==> src/rtl/mem_cell_array.sv <==
`default_nettype none
// mem_cell_array: DEPTH x WIDTH synchronous store with a one-hot select, a valid/ready request
// channel and one registered response slot; after reset it sweeps INIT_VALUE into every word.
module mem_cell_array #(
  parameter int               WIDTH      = 8,
  parameter int               DEPTH      = 8,
  parameter logic [WIDTH-1:0] INIT_VALUE = '0
) (
  input  logic             clk,
  input  logic             rst,
  input  logic             req_valid,
  output logic             req_ready,
  input  logic             req_rw,
  input  logic [DEPTH-1:0] req_sel,
  input  logic [WIDTH-1:0] req_wdata,
  output logic             resp_valid,
  input  logic             resp_ready,
  output logic [WIDTH-1:0] resp_data,
  output logic             resp_err,
  output logic             busy
);

  localparam int AW = (DEPTH > 1) ? $clog2(DEPTH) : 1;

  typedef enum logic {CLEAR = 1'b0, RUN = 1'b1} state_t;

  state_t           state;
  logic [AW-1:0]    cp;
  logic [WIDTH-1:0] mem [DEPTH];
  logic [AW-1:0]    sel_idx;
  logic             sel_valid;
  logic             accept;

  always_comb begin
    sel_idx = '0;
    for (int k = 0; k < DEPTH; k++) begin
      if (req_sel[k]) sel_idx = AW'(k);
    end
  end

  // Exactly one bit set: non-zero and clearing the lowest set bit leaves nothing.
  assign sel_valid = (req_sel != '0) && ((req_sel & (req_sel - DEPTH'(1))) == '0);
  assign req_ready = (state == RUN) && (!resp_valid || resp_ready);
  assign accept    = req_valid && req_ready;

  always_ff @(posedge clk) begin
    if (!rst) begin
      if (state == CLEAR) begin
        mem[cp] <= INIT_VALUE;
      end else if (accept && req_rw && sel_valid) begin
        mem[sel_idx] <= req_wdata;
      end
    end
  end

  always_ff @(posedge clk) begin
    if (rst) begin
      state      <= CLEAR;
      cp         <= '0;
      busy       <= 1'b1;
      resp_valid <= 1'b0;
      resp_data  <= '0;
      resp_err   <= 1'b0;
    end else begin
      case (state)
        CLEAR: begin
          cp <= cp + AW'(1);
          if (cp == AW'(DEPTH - 1)) begin
            state <= RUN;
            busy  <= 1'b0;
          end
        end
        RUN: begin
          // Valid-select writes are silent; every other accepted request fills the slot.
          if (accept && (!req_rw || !sel_valid)) begin
            resp_valid <= 1'b1;
            resp_data  <= (sel_valid && !req_rw) ? mem[sel_idx] : '0;
            resp_err   <= !sel_valid;
          end else if (resp_valid && resp_ready) begin
            resp_valid <= 1'b0;
          end
        end
        default: state <= CLEAR;
      endcase
    end
  end

endmodule
`default_nettype wire
==> config.mk <==
export PLATFORM = sky130hd
export DESIGN_NAME = mem_cell_array
export DESIGN_NICKNAME = d
export VERILOG_FILES = /design/src/rtl/mem_cell_array.sv
export SDC_FILE = /design/constraint.sdc
export NUM_CORES = 1
export LEC_CHECK = 0
export CORE_ASPECT_RATIO = 0.75
export CORE_MARGIN = 4
export CORE_UTILIZATION = 61
export DETAILED_ROUTE_END_ITERATION = 10
export PLACE_DENSITY = 0.84
export SLEW_MARGIN = 20
export SYNTH_ARGS = -nofsm -noshare
export SYNTH_HDL_FRONTEND = slang
export SYNTH_SLANG_ARGS = --single-unit
==> constraint.sdc <==
create_clock -name clk -period 7.2 [get_ports clk]
set_input_delay 0.72 -clock clk [delete_from_list [all_inputs] [get_ports clk]]
set_output_delay 0.72 -clock clk [all_outputs]
set_load 0.02 [all_outputs]
## Yosys cells after proc, flatten, opt, wreduce, memory -nomap -nowiden

Memory sizes are Yosys's and may differ from the RTL's.
Cells that the tools add are included.

| cells by class | value |
|---|---|
| add/sub/neg operators | 2 |
| eq/ne operators | 1 |
| muxes and demuxes | 22 |
| bitwise operators | 2 |
| reductions and logical operators | 20 |

Operators by type and width:

| cell | count |
|---|---|
| 3-bit two-way mux | 6 |
| 8-bit two-way mux | 2 |
| 1-bit two-way mux | 13 |
| 8-bit bitwise AND | 1 |
| 1-bit logical AND | 8 |
| 8-bit zero test | 1 |
| 8-bit nonzero test | 1 |
| 8-bit OR reduction | 1 |
| 8-bit by 1-bit subtractor with 8-bit output (second input constant) | 1 |
| 2-bit AND reduction | 3 |
| 3-bit by 1-bit adder with 3-bit output (second input constant) | 1 |
| 3-bit equality test (second input constant) | 1 |
| 1-bit zero test | 3 |
| 1-bit logical OR | 2 |
| 2-bit two-way mux | 1 |
| 2-bit nonzero test | 1 |
| 1-bit NOT | 1 |

| storage, ports and cells | value |
|---|---|
| bits in registers | 15 |
| RAM bits | 64 |
| bits of input ports | 21 |
| output and inout bits | 12 |
| memories kept | 1 |

Memory list:

| memory | words | width | rd ports | clocked after Yosys merged registers in | wr ports | line | RTL |
|---|---|---|---|---|---|---|---|
| mem | 8 | 8 | 1 | 0 | 1 | 29 | `logic [WIDTH-1:0] mem [DEPTH];` |

## Logic depth before layout (Yosys ltp)

Gate-level depths: netlist of run 1.

| depth | value |
|---|---|
| word-level depth | 12 |
| depth in mapped cells | 8 |
| mapped depth without buffers | 5 |

## Worst setup path before layout of run 1

No wires, ideal clock.

| timing path | value |
|---|---|
| path type | input to register |
| start | in req_sel[4] |
| end | mem mem[1][0], enable pin |
| library setup time | 0.384 ns |
| arrival time | 2.488 ns |
| required time | 6.816 ns |
| setup slack | 4.328 ns |
| cell stages on the path | 6 |
| buffers on the path | 1 |
| path through | buf_2 -> nor4b_1 -> mux2i_1 -> a2111oi_0 -> nand2_1 -> o21ai_0 |

| on the way | value |
|---|---|
| longest elaborated chain between the ends | 11 |

Ends and longest elaborated chain:

| element | line | RTL |
|---|---|---|
| start, declared | 14 | `input logic [DEPTH-1:0] req_sel,` |
| 8-bit by 1-bit subtractor with 8-bit output | 42 | `assign sel_valid = (req_sel != '0) && ((req_sel & (req_sel - DEPTH'(1))) == '0);` |
| 8-bit bitwise AND | 42 |  |
| 8-bit zero test | 42 |  |
| 1-bit logical AND | 42 |  |
| 1-bit logical AND | 50 | `end else if (accept && req_rw && sel_valid) begin` |
| 1-bit two-way mux | 50 |  |
| 1-bit two-way mux | 48 | `if (state == CLEAR) begin` |
| 1-bit two-way mux | 47 | `if (!rst) begin` |
| 1-bit two-way mux (not written as such) | 51 | `mem[sel_idx] <= req_wdata;` |
| 8-bit OR reduction (no source line) | n/a |  |
| 3-bit two-way mux (no source line) / 1-bit two-way mux (equally long branches) | n/a |  |
| end, declared | 29 |  |

Several ways; a longest one is shown, not always the timed one.

## Worst setup path after layout of run 1

| timing path | value |
|---|---|
| start | in req_sel[5] |
| end | mem mem[7][2], enable pin |

Same word-level chain as after synthesis.

==> results of run 1 <==
==> tightest hold or removal path: stages, from the launching register on <==
cell	delay (ps)
dfxtp_1	320
o21ai_0	60
nand2_1	50
==> placed cells by master (no fill, tap or decap), drive strengths merged, types with 2 or more instances in the layout <==
cell | Yosys | layout
a31o | 2 | 2
nor2 | 21 | 21
a32o | 10 | 10
a211oi | 26 | 26
clkbuf | 5 | 9
edfxtp | 64 | 64
nor3b | 2 | 2
nor4 | 10 | 10
a2111oi | 2 | 2
ha | 2 | 2
a21oi | 5 | 5
a221o | 7 | 7
dfxtp | 15 | 15
a211o | 2 | 2
o22ai | 8 | 8
nand3 | 3 | 3
nor4b | 2 | 2
o21ai | 9 | 9
o31ai | 9 | 9
o2111ai | 2 | 2
clkdlybuf4s50 | 0 | 32
nand2 | 11 | 11
nand2b | 2 | 2
and2 | 9 | 9
nor3 | 2 | 2
mux2i | 3 | 3
xor2 | 2 | 2
inv | 17 | 21
o21a | 3 | 3
==> state kept, by name (all words and copies together) (netlist names) <==
| register | flops |
|---|---|
| busy | 1 |
| cp | 3 |
| mem | 64 |
| resp_data | 8 |
| resp_err | 1 |
| resp_valid | 1 |
| state | 1 |
==> cell usage after synthesis (all sizes together) <==
cell / n / area, µm²
nor2: 21 / 78.83
a21o: 1 / 7.510
a211o: 2 / 17.52
a22o: 1 / 8.760
o21a: 3 / 22.52
a221o: 7 / 70.07
a211oi: 26 / 207.7
mux2i: 3 / 30.03
o31a: 1 / 8.760
and2: 9 / 56.30
nand3: 3 / 15.01
o211ai: 1 / 7.510
or3: 1 / 6.260
nor4: 10 / 83.83
maj3: 1 / 10.01
clkbuf: 5 / 18.77
o2111ai: 2 / 23.77
a31o: 2 / 17.52
nor3: 2 / 10.01
o31ai: 9 / 67.56
ha: 2 / 25.02
nor2b: 1 / 6.260
and3: 1 / 6.260
buf: 8 / 60.05
nand2b: 2 / 15.02
a21oi: 5 / 43.80
nor3b: 2 / 20.02
nor4b: 2 / 17.52
o22ai: 8 / 50.05
nand2: 11 / 41.29
edfxtp: 64 / 1922
inv: 17 / 63.81
a2111oi: 2 / 36.29
o21ai: 9 / 48.80
dfxtp: 15 / 300.3
xor2: 2 / 17.52
a32o: 10 / 100.1
==> stage by stage <==
stage / utilization, % / worst slack, ps / cells / hold WS, ps / total power [W]
2_1_floorplan: - / 4328 / 271 / 519.6 / 0.0005665
3_3_place_gp: 70.92 / 2689 / 365 / 448.0 / 0.0005912
3_5_place_dp: 70.92 / 2501 / 365 / 454.4 / 0.0005941
4_1_cts: 74.76 / 2861 / 381 / 466.6 / 0.0009240
5_1_grt: 75.01 / 3220 / 381 / 476.3 / 0.0009564
6_report: 75.01 / 3389 / 381 / 463.2 / 0.0009235
==> how the worst max path moves through the flow <==
stage               startpoint   endpoint  slack (ps)  cells past startpoint
global route        req_sel[5]  mem[2][2]        3220                      6
CTS                 req_sel[5]  mem[0][1]        2860                      6
global placement    req_sel[5]  mem[0][4]        2690                      6
detailed placement  req_sel[5]  mem[0][5]        2500                      6
floorplan           req_sel[4]  mem[1][0]        4330                      6
finish              req_sel[5]  mem[7][2]        3390                      5
==> power by group <==
part           switching, W  internal, W
sequential       0.00000623     0.000503
clock              0.000169     0.000168
combinational     0.0000495    0.0000286
==> metal layers <==
layer | global-route usage, % | vias up | share of wire (%)
met1 | 30.11 | 1208 | 41
met2 | 38.87 | 117 | 49
li1 | - | 1145 | -
met4 | 7.413 | 0 | 2.0
met3 | 5.763 | 22 | 8.2
met5 | 0 | - | 0
==> logic make-up (layout without fill, tap and decap cells) <==
family | after synthesis | count (layout) | share of synthesized area [%]
compound gates | 89 | 89 | 20.84
xor+xnor | 2 | 2 | 0.4946
fa+ha+maj | 3 | 3 | 0.9889
buf+inv | 30 | 65 | 4.027
flops | 79 | 79 | 62.73
mux | 3 | 3 | 0.8478
simple gates | 65 | 65 | 10.07
==> final cells by class <==
cell class                 count  area (µm²)  area share [%]
clock inverter                 7       86.33           2.105
multi-input combinational    162        1191           29.04
timing repair buffer          32       320.3           7.810
tap                           75       93.84           2.288
clock buffer                   9       123.9           3.020
inverter                      17       63.81           1.556
sequential                    79        2222           54.18
==> results.json, run 1 <==
{
  "status": "complete, no violations",
  "synth_cell_type_count": 50,
  "final_area_um2": 4101,
  "cts_buffer_depth": 2,
  "fin_crit_sh_pct": 52.93,
  "hp-class": "reg2reg",
  "cts-resized-gates": 0,
  "critPathMaxFanout": 14,
  "drt_iter0_drc": 300,
  "p_leak_nw": 1.279,
  "root_buffer": "clkbuf_8",
  "ioPinCount": 33,
  "reg2reg_depth": 3,
  "fillers": 361,
  "rows": 23,
  "grt-ovfl-total": 0,
  "holdPathStages": 2,
  "setup_viol": 0,
  "wirelength_mm": 7.708,
  "critPathCaptureType": "flip-flop",
  "fp.dieH_um": 74.00,
  "rsz0062_at_grt": "no",
  "synth-seq-cells": 79,
  "holdPathEnd": "busy",
  "ant_nets": 0,
  "finClkSkew_ps": 7.791,
  "area_delta_synth_final_pct": 15.79,
  "antenna_found_initial": 0,
  "path_clk_slew_ps": 80,
  "critPathKind": "in2reg",
  "port-buffer-count": 32,
  "synth.net_count": 294,
  "grt_usage_pct": 23.21,
  "drive_gt1_share_pct": 10.13,
  "clk_latency_ps": 350,
  "die_w_um": 95.99,
  "cts_hold_buf": 0,
  "max_stage_delay_ps": 790,
  "netlist_area_um2": 3542,
  "syn_area_per_cell_um2": 13.07,
  "routed_via_density": 6.541,
  "r2r-start": "state",
  "start_util_pct": 64.78,
  "clock.fmax_ghz": 0.2624,
  "cp_num_buf_inv": 1,
  "grt_pass1_wl_mm": 11.90,
  "cts_tree": "done",
  "place_hpwl_mm": 5.456,
  "r2r_slack_ps": 4560,
  "max_slew_margin_pct": 29.42,
  "finalHoldViolations": 0,
  "core_area_um2": 5468,
  "design.die.area_um2": 7103,
  "diodes": 0,
  "dpl_cell_area_um2": 3877,
  "slew_viol_final": 0,
  "min_period_ps": 3811,
  "timing.rr.end": "mem[7][2]",
  "synth_seq_area_share_pct": 62.73,
  "nNetsFinal": 324,
  "critPathRequiredTime_ps": 7200,
  "hold_start": "busy",
  "tns_ps": 0,
  "cts_setup_buffers": 0,
  "worst_pin_slew_ps": 1050,
  "gp_congestion": 0.9001,
  "start_kind": "input pin",
  "grt_max_degree": 21,
  "numCtsBuffers": 9,
  "route.detailed.wl_per_inst_um": 20.23,
  "vdd_drop_max_v": 0.0001691,
  "drc": 0,
  "first_global_vias": 2333,
  "critical_path.cell_chain": "clkdlybuf4s50_1, nor4_4, mux2i_1, a2111oi_4, a32o_1",
  "critPathSlowestCell": "a2111oi_4",
  "htreeDepth": 3,
  "p_per_area_nw_per_um2": 225.2,
  "arrival_ps": 3810,
  "first_pass_iters": 5,
  "yosysWarnings": 0,
  "syn_inst": 271,
  "cap_violations": 0,
  "cp_top_family": "compound AO/OA/AOI/OAI gates",
  "num_vias": 2492,
  "cts.sinks": 79
}
Note: power is estimated with default switching activity, not from simulation.
==> inputs of run 2 (changes only) <==
--- a/config.mk
+++ b/config.mk
@@ -7,9 +7,9 @@
 export LEC_CHECK = 0
 export CORE_ASPECT_RATIO = 0.75
 export CORE_MARGIN = 4
-export CORE_UTILIZATION = 61
+export CORE_UTILIZATION = 57
 export DETAILED_ROUTE_END_ITERATION = 10
-export PLACE_DENSITY = 0.84
+export PLACE_DENSITY = 0.79
 export SLEW_MARGIN = 20
 export SYNTH_ARGS = -nofsm -noshare
 export SYNTH_HDL_FRONTEND = slang
==> constraint.sdc (replaced) <==
create_clock -name clk -period 4 [get_ports clk]
set_input_delay 0.4 -clock clk [delete_from_list [all_inputs] [get_ports clk]]
set_output_delay 0.4 -clock clk [all_outputs]
set_load 0.02 [all_outputs]
==> run 2 against run 1 <==
Compared with the run above: total power grew 80%; sequential power up 80%; critical path depth increased by 1.
==> results.json, run 2 (synthesized netlist as in run 1, its figures left out) <==
{
  "status": "complete, no violations",
  "max_slew_margin_pct": 29.22,
  "design.die.area_um2": 7553,
  "cts_hold_buf": 0,
  "start_util_pct": 59.88,
  "drt_iter0_drc": 356,
  "htreeDepth": 3,
  "layout_commonest_cell": "edfxtp_1",
  "setup_viol": 0,
  "rows": 24,
  "nNetsFinal": 327,
  "gp_congestion": 0.9133,
  "ioPinCount": 33,
  "critPathMaxFanout": 20,
  "power.total_w": 0.001658,
  "first_global_vias": 2492,
  "ant_nets": 0,
  "area_delta_synth_final_pct": 15.97,
  "route.detailed.wl_per_inst_um": 22.30,
  "hp-class": "reg2reg",
  "diodes": 0,
  "vdd_drop_max_v": 0.0002590,
  "clk_latency_ps": 350,
  "critPathCaptureType": "flip-flop",
  "arrival_ps": 3060,
  "p_leak_nw": 1.293,
  "largest_reg_flops": 64,
  "dpl_worst_slack_ps": 705.5,
  "grt_max_degree": 21,
  "clock.fmax_ghz": 0.3290,
  "use_met3_pct": 9.698,
  "regMostFlops": "mem",
  "num_vias": 2584,
  "fp.dieH_um": 76.27,
  "rsz0062_at_grt": "no",
  "cap_violations": 0,
  "r2r-start": "state",
  "slew_viol_final": 0,
  "grt_usage_pct": 24.01,
  "worst_slack_ps": 960.8,
  "port-buffer-count": 32,
  "drive_gt1_share_pct": 10.03,
  "numCtsBuffers": 9,
  "place_hpwl_mm": 5.964,
  "die_w_um": 99.03,
  "antenna_found_initial": 0,
  "finClkSkew_ps": 8.656,
  "cts_setup_buffers": 0,
  "critPathKind": "in2reg",
  "core_area_um2": 5916,
  "critPathRequiredTime_ps": 4020,
  "drc": 0,
  "min_period_ps": 3039,
  "setup.worst_path.start": "req_sel[6]",
  "wirelength_mm": 8.631,
  "path_clk_slew_ps": 80,
  "finalHoldViolations": 0,
  "hold_start": "busy",
  "met2_usage_pct": 33.18,
  "cts_tree": "done",
  "grt_pass1_wl_mm": 13.59,
  "most-common-layout-cells": "64 x edfxtp_1, 32 x clkdlybuf4s50_1, 25 x a211oi_1, 21 x nor2_1, 16 x inv_1",
  "grt-ovfl-total": 0,
  "worst_pin_slew_ps": 1054,
  "grt-busiest-layer": "met1",
  "tns_ps": 0,
  "cts.sinks": 79,
  "use_met1_pct": 34.61,
  "root_buffer": "clkbuf_8",
  "cts-resized-gates": 0,
  "first_pass_iters": 6,
  "p_per_area_nw_per_um2": 403.6,
  "routed_via_density": 6.677,
  "cts_buffer_depth": 2,
  "start_kind": "input pin",
  "fin_crit_sh_pct": 75.98,
  "reg.largest.list": "mem x64, resp_data x8, cp x3"
}
## run 2: cell types whose count changed in the layout (fill, tap and decap cells not counted), moves of 2 or more
cell	previous run	this run
buf_4	0	3
clkbuf_1	0	2
clkbuf_16	0	2
inv_8	2	0
o21ai_0	6	8
o21ai_1	2	0
## run 2: metal layers
layer | up-vias | part of all wire [%] | routed length [µm]
met4 | 0 | 2.0 | 174
met2 | 172 | 42 | 3663
li1 | 1148 | - | -
met1 | 1246 | 42 | 3603
met3 | 18 | 14 | 1189
met5 | - | 0 | 0
## run 2: layout make-up
class                   instances  area, µm²
flip-flops and latches         79       2222
fillers                       432       1808
multi-input cells             162       1177
repair buffers                 35      342.8
clock buffers                  13      181.4
well taps                      78      97.59
inverters                      17      63.81
clock inverters                 3      22.52
## run 2: final timing paths
| kind | end | slack, ps | cells after the start |
|---|---|---|---|
| setup / recovery | mem[2][5] | 960 | 6 |
| hold / removal | busy | 470 | 2 |
| setup reg to reg | mem[6][5] | 1510 | 3 |
| hold reg to reg | busy | 470 | 2 |
## run 2: where the power goes
group	leakage [nW]	switching [W]	internal [W]	total (W)
Combinational	0.560	0.0000882	0.0000535	0.000142
Sequential	0.629	0.0000132	0.000905	0.000918
Clock	0.104	0.000294	0.000304	0.000598
## run 2: through the flow
stage	util (%)	std cells	instance area [µm²]	hold slack [ps]
after floorplan	-	271	3542	519.6
after global routing	69.44	387	4108	506.7
final	69.44	387	4108	468.8
after detailed placement	65.99	371	3904	460.0
after CTS	69.44	387	4108	473.9
after global placement	65.99	371	3904	451.6
## run 2: worst max-delay path: stages
cell and delay (ps):
clkdlybuf4s50_1 760, nor2_1 170, o31a_1 360, nor3_1 890, nand3_1 150, nand2_1 320
==> inputs of run 3 (changes only) <==
--- a/config.mk
+++ b/config.mk
@@ -7,9 +7,9 @@
 export LEC_CHECK = 0
 export CORE_ASPECT_RATIO = 0.75
 export CORE_MARGIN = 4
-export CORE_UTILIZATION = 57
+export CORE_UTILIZATION = 51
 export DETAILED_ROUTE_END_ITERATION = 10
-export PLACE_DENSITY = 0.79
+export PLACE_DENSITY = 0.75
 export SLEW_MARGIN = 20
 export SYNTH_ARGS = -nofsm -noshare
 export SYNTH_HDL_FRONTEND = slang
==> constraint.sdc (replaced) <==
create_clock -name clk -period 2.4 [get_ports clk]
set_input_delay 0.24 -clock clk [delete_from_list [all_inputs] [get_ports clk]]
set_output_delay 0.24 -clock clk [all_outputs]
set_load 0.02 [all_outputs]
==> run 3 against run 2 <==
Compared with the run above: first-iteration DRC count fell by 43%; register-to-register slack got worse by 1100 ps; largest cell class unchanged; critical path type unchanged; flip-flop and latch count did not move; sequential share of layout area fell by 6.1 points; via count rose by 0.31%; combinational power rose by 110%; clock-buffer cell count fell by 3; non-clock buffer count rose by 50; utilization fell by 0.95 points; worst setup slack got worse by 840 ps.
==> results.json, run 3 (synthesized netlist as in run 1, its figures left out) <==
{
  "status": "complete, no violations",
  "design.die.area_um2": 8357,
  "slew_viol_final": 0,
  "cts_setup_buffers": 0,
  "max_stage_delay_ps": 480,
  "reg.largest.list": "mem x64, resp_data x8, cp x3",
  "clk_latency_ps": 360,
  "min_period_ps": 2279,
  "finalHoldViolations": 0,
  "power.total_w": 0.002891,
  "start_util_pct": 52.35,
  "layout_commonest_cell": "edfxtp_1",
  "htreeDepth": 3,
  "cts_hold_buf": 0,
  "r2r_slack_ps": 390,
  "power_frac_clock_pct": 37.1,
  "nNetsFinal": 377,
  "fp.dieH_um": 80.18,
  "core_area_um2": 6766,
  "switchingPower_w": 0.0006568,
  "vdd_drop_max_v": 0.0004085,
  "wirelength_mm": 8.236,
  "dpl_worst_slack_ps": -218.4,
  "critical_path.cell_chain": "clkdlybuf4s50_1, nor4_4, mux2i_1, a2111oi_4, buf_4, buf_12, and2_1, buf_4",
  "whs_ps": 468.3,
  "rsz0062_at_grt": "yes",
  "regMostFlops": "mem",
  "critPathMaxFanout": 8,
  "cts.sinks": 79,
  "diodes": 0,
  "num_vias": 2592,
  "timing.rr.end": "mem[2][5]",
  "ioPinCount": 33,
  "hold_start": "busy",
  "start_kind": "input pin",
  "worst_pin_slew_ps": 667.0,
  "swShare_pct": 22.72,
  "seq_power_share_pct": 52.7,
  "p_int_w": 0.002234,
  "cp_top_family": "buffers and inverters",
  "path_clk_slew_ps": 80,
  "r2r-start": "resp_valid",
  "drt_iter0_drc": 202,
  "drive_gt1_share_pct": 23.40,
  "grt_usage_pct": 20.79,
  "cap_violations": 0,
  "setup_viol": 0,
  "worst_slack_ps": 121.5,
  "grt_pass1_wl_mm": 13.07,
  "holdPathEnd": "busy",
  "routed_via_density": 5.851,
  "hp-class": "reg2reg",
  "critPathRequiredTime_ps": 2510,
  "gp_congestion": 0.8918,
  "p_leak_nw": 1.587,
  "grt-ovfl-total": 0,
  "reg2reg_depth": 6,
  "fin_crit_sh_pct": 94.94,
  "most-common-layout-cells": "64 x edfxtp_1, 45 x buf_4, 32 x clkdlybuf4s50_1, 25 x a211oi_1, 21 x nor2_1",
  "critPathCaptureType": "flip-flop",
  "holdPathStages": 2,
  "p_comb_share_pct": 10.2,
  "grt_max_degree": 15,
  "route.detailed.wl_per_inst_um": 18.59,
  "critPathKind": "in2reg",
  "root_buffer": "clkbuf_8",
  "largest_reg_flops": 64,
  "numCtsBuffers": 9,
  "drc": 0,
  "critPathSlowestCell": "clkdlybuf4s50_1",
  "cts_tree": "done",
  "port-buffer-count": 32,
  "area_delta_synth_final_pct": 30.84,
  "cp_num_buf_inv": 4,
  "max_slew_margin_pct": 55.49,
  "place_hpwl_mm": 6.008,
  "first_pass_iters": 4,
  "finClkSkew_ps": 9.013,
  "arrival_ps": 2390,
  "place_inst": 427,
  "ant_nets": 0,
  "rows": 26,
  "p_per_area_nw_per_um2": 623.9,
  "fin_cells": 443,
  "cts_buffer_depth": 2,
  "die_w_um": 104.2,
  "clock.fmax_ghz": 0.4389,
  "first_global_vias": 2668,
  "antenna_found_initial": 0,
  "cpMostUsedCell": "buf_4"
}
==> run 3: cell count changes in the layout (fill, tap and decap cells not counted), sizes merged <==
cell	previous run	this run
buf	3	53
clkbuf	13	10
bufinv	0	2
inv	18	19
==> run 3: layer usage <==
layer  up-vias  GRT usage (%)  routed length [µm]
li1       1244              -                   -
met1      1252          23.97                3354
met2        84          36.84                3980
met3        12          7.390                 767
met4         0          6.242                 133
met5         -              0                   0
==> run 3: worst max-delay path by stage <==
stage / startpoint / cells after the start / to / slack, ps
detailed placement: req_sel[2] / 7 / mem[0][3] / -220
global placement: req_sel[2] / 7 / mem[1][7] / -170
CTS: req_sel[2] / 7 / mem[0][3] / 120
finish: req_sel[0] / 8 / mem[1][3] / 120
floorplan: req_sel[4] / 6 / mem[1][0] / 8
global route: req_sel[0] / 8 / mem[1][3] / 7
==> run 3: cell type report <==
cell class	count	area, µm²
Clock buffer	10	127.6
Fill cell	508	2132
Clock inverter	6	91.34
Inverter	17	63.81
Tap cell	84	105.1
Sequential cell	79	2222
Multi-Input combinational cell	162	1206
Timing Repair Buffer	85	818.3
==> run 3: power by group through the flow <==
stage	registers, W	logic [W]	clock network, W
global route	0.00153	0.000318	0.00115
detailed placement	0.00156	0.000286	0
floorplan	0.00155	0.000148	0
finish	0.00152	0.000294	0.00107
global placement	0.00155	0.000280	0
CTS	0.00152	0.000288	0.00109
==> run 3: repair_timing <==
item | 4_1_cts | 5_1_grt
hold endpoints to repair | 0 | 0
setup endpoints to repair | 0 | 26
resized for setup | 0 | 5
==> run 3: worst reg2reg max path, stage by stage (launching register included) <==
cell and delay (ps):
dfxtp_1 330, inv_1 80, o2111ai_1 340, a2111oi_4 370, buf_4 230, buf_12 130, and2_1 320
==> run 3: metrics by stage <==
stage | setup TNS [ps] | instance area, µm² | utilization, %
floorplan | 0 | 3542 | -
global placement | -13760 | 4387 | 64.83
detailed placement | -23860 | 4387 | 64.83
CTS | 0 | 4606 | 68.07
global route | 0 | 4634 | 68.49
finish | 0 | 4634 | 68.49
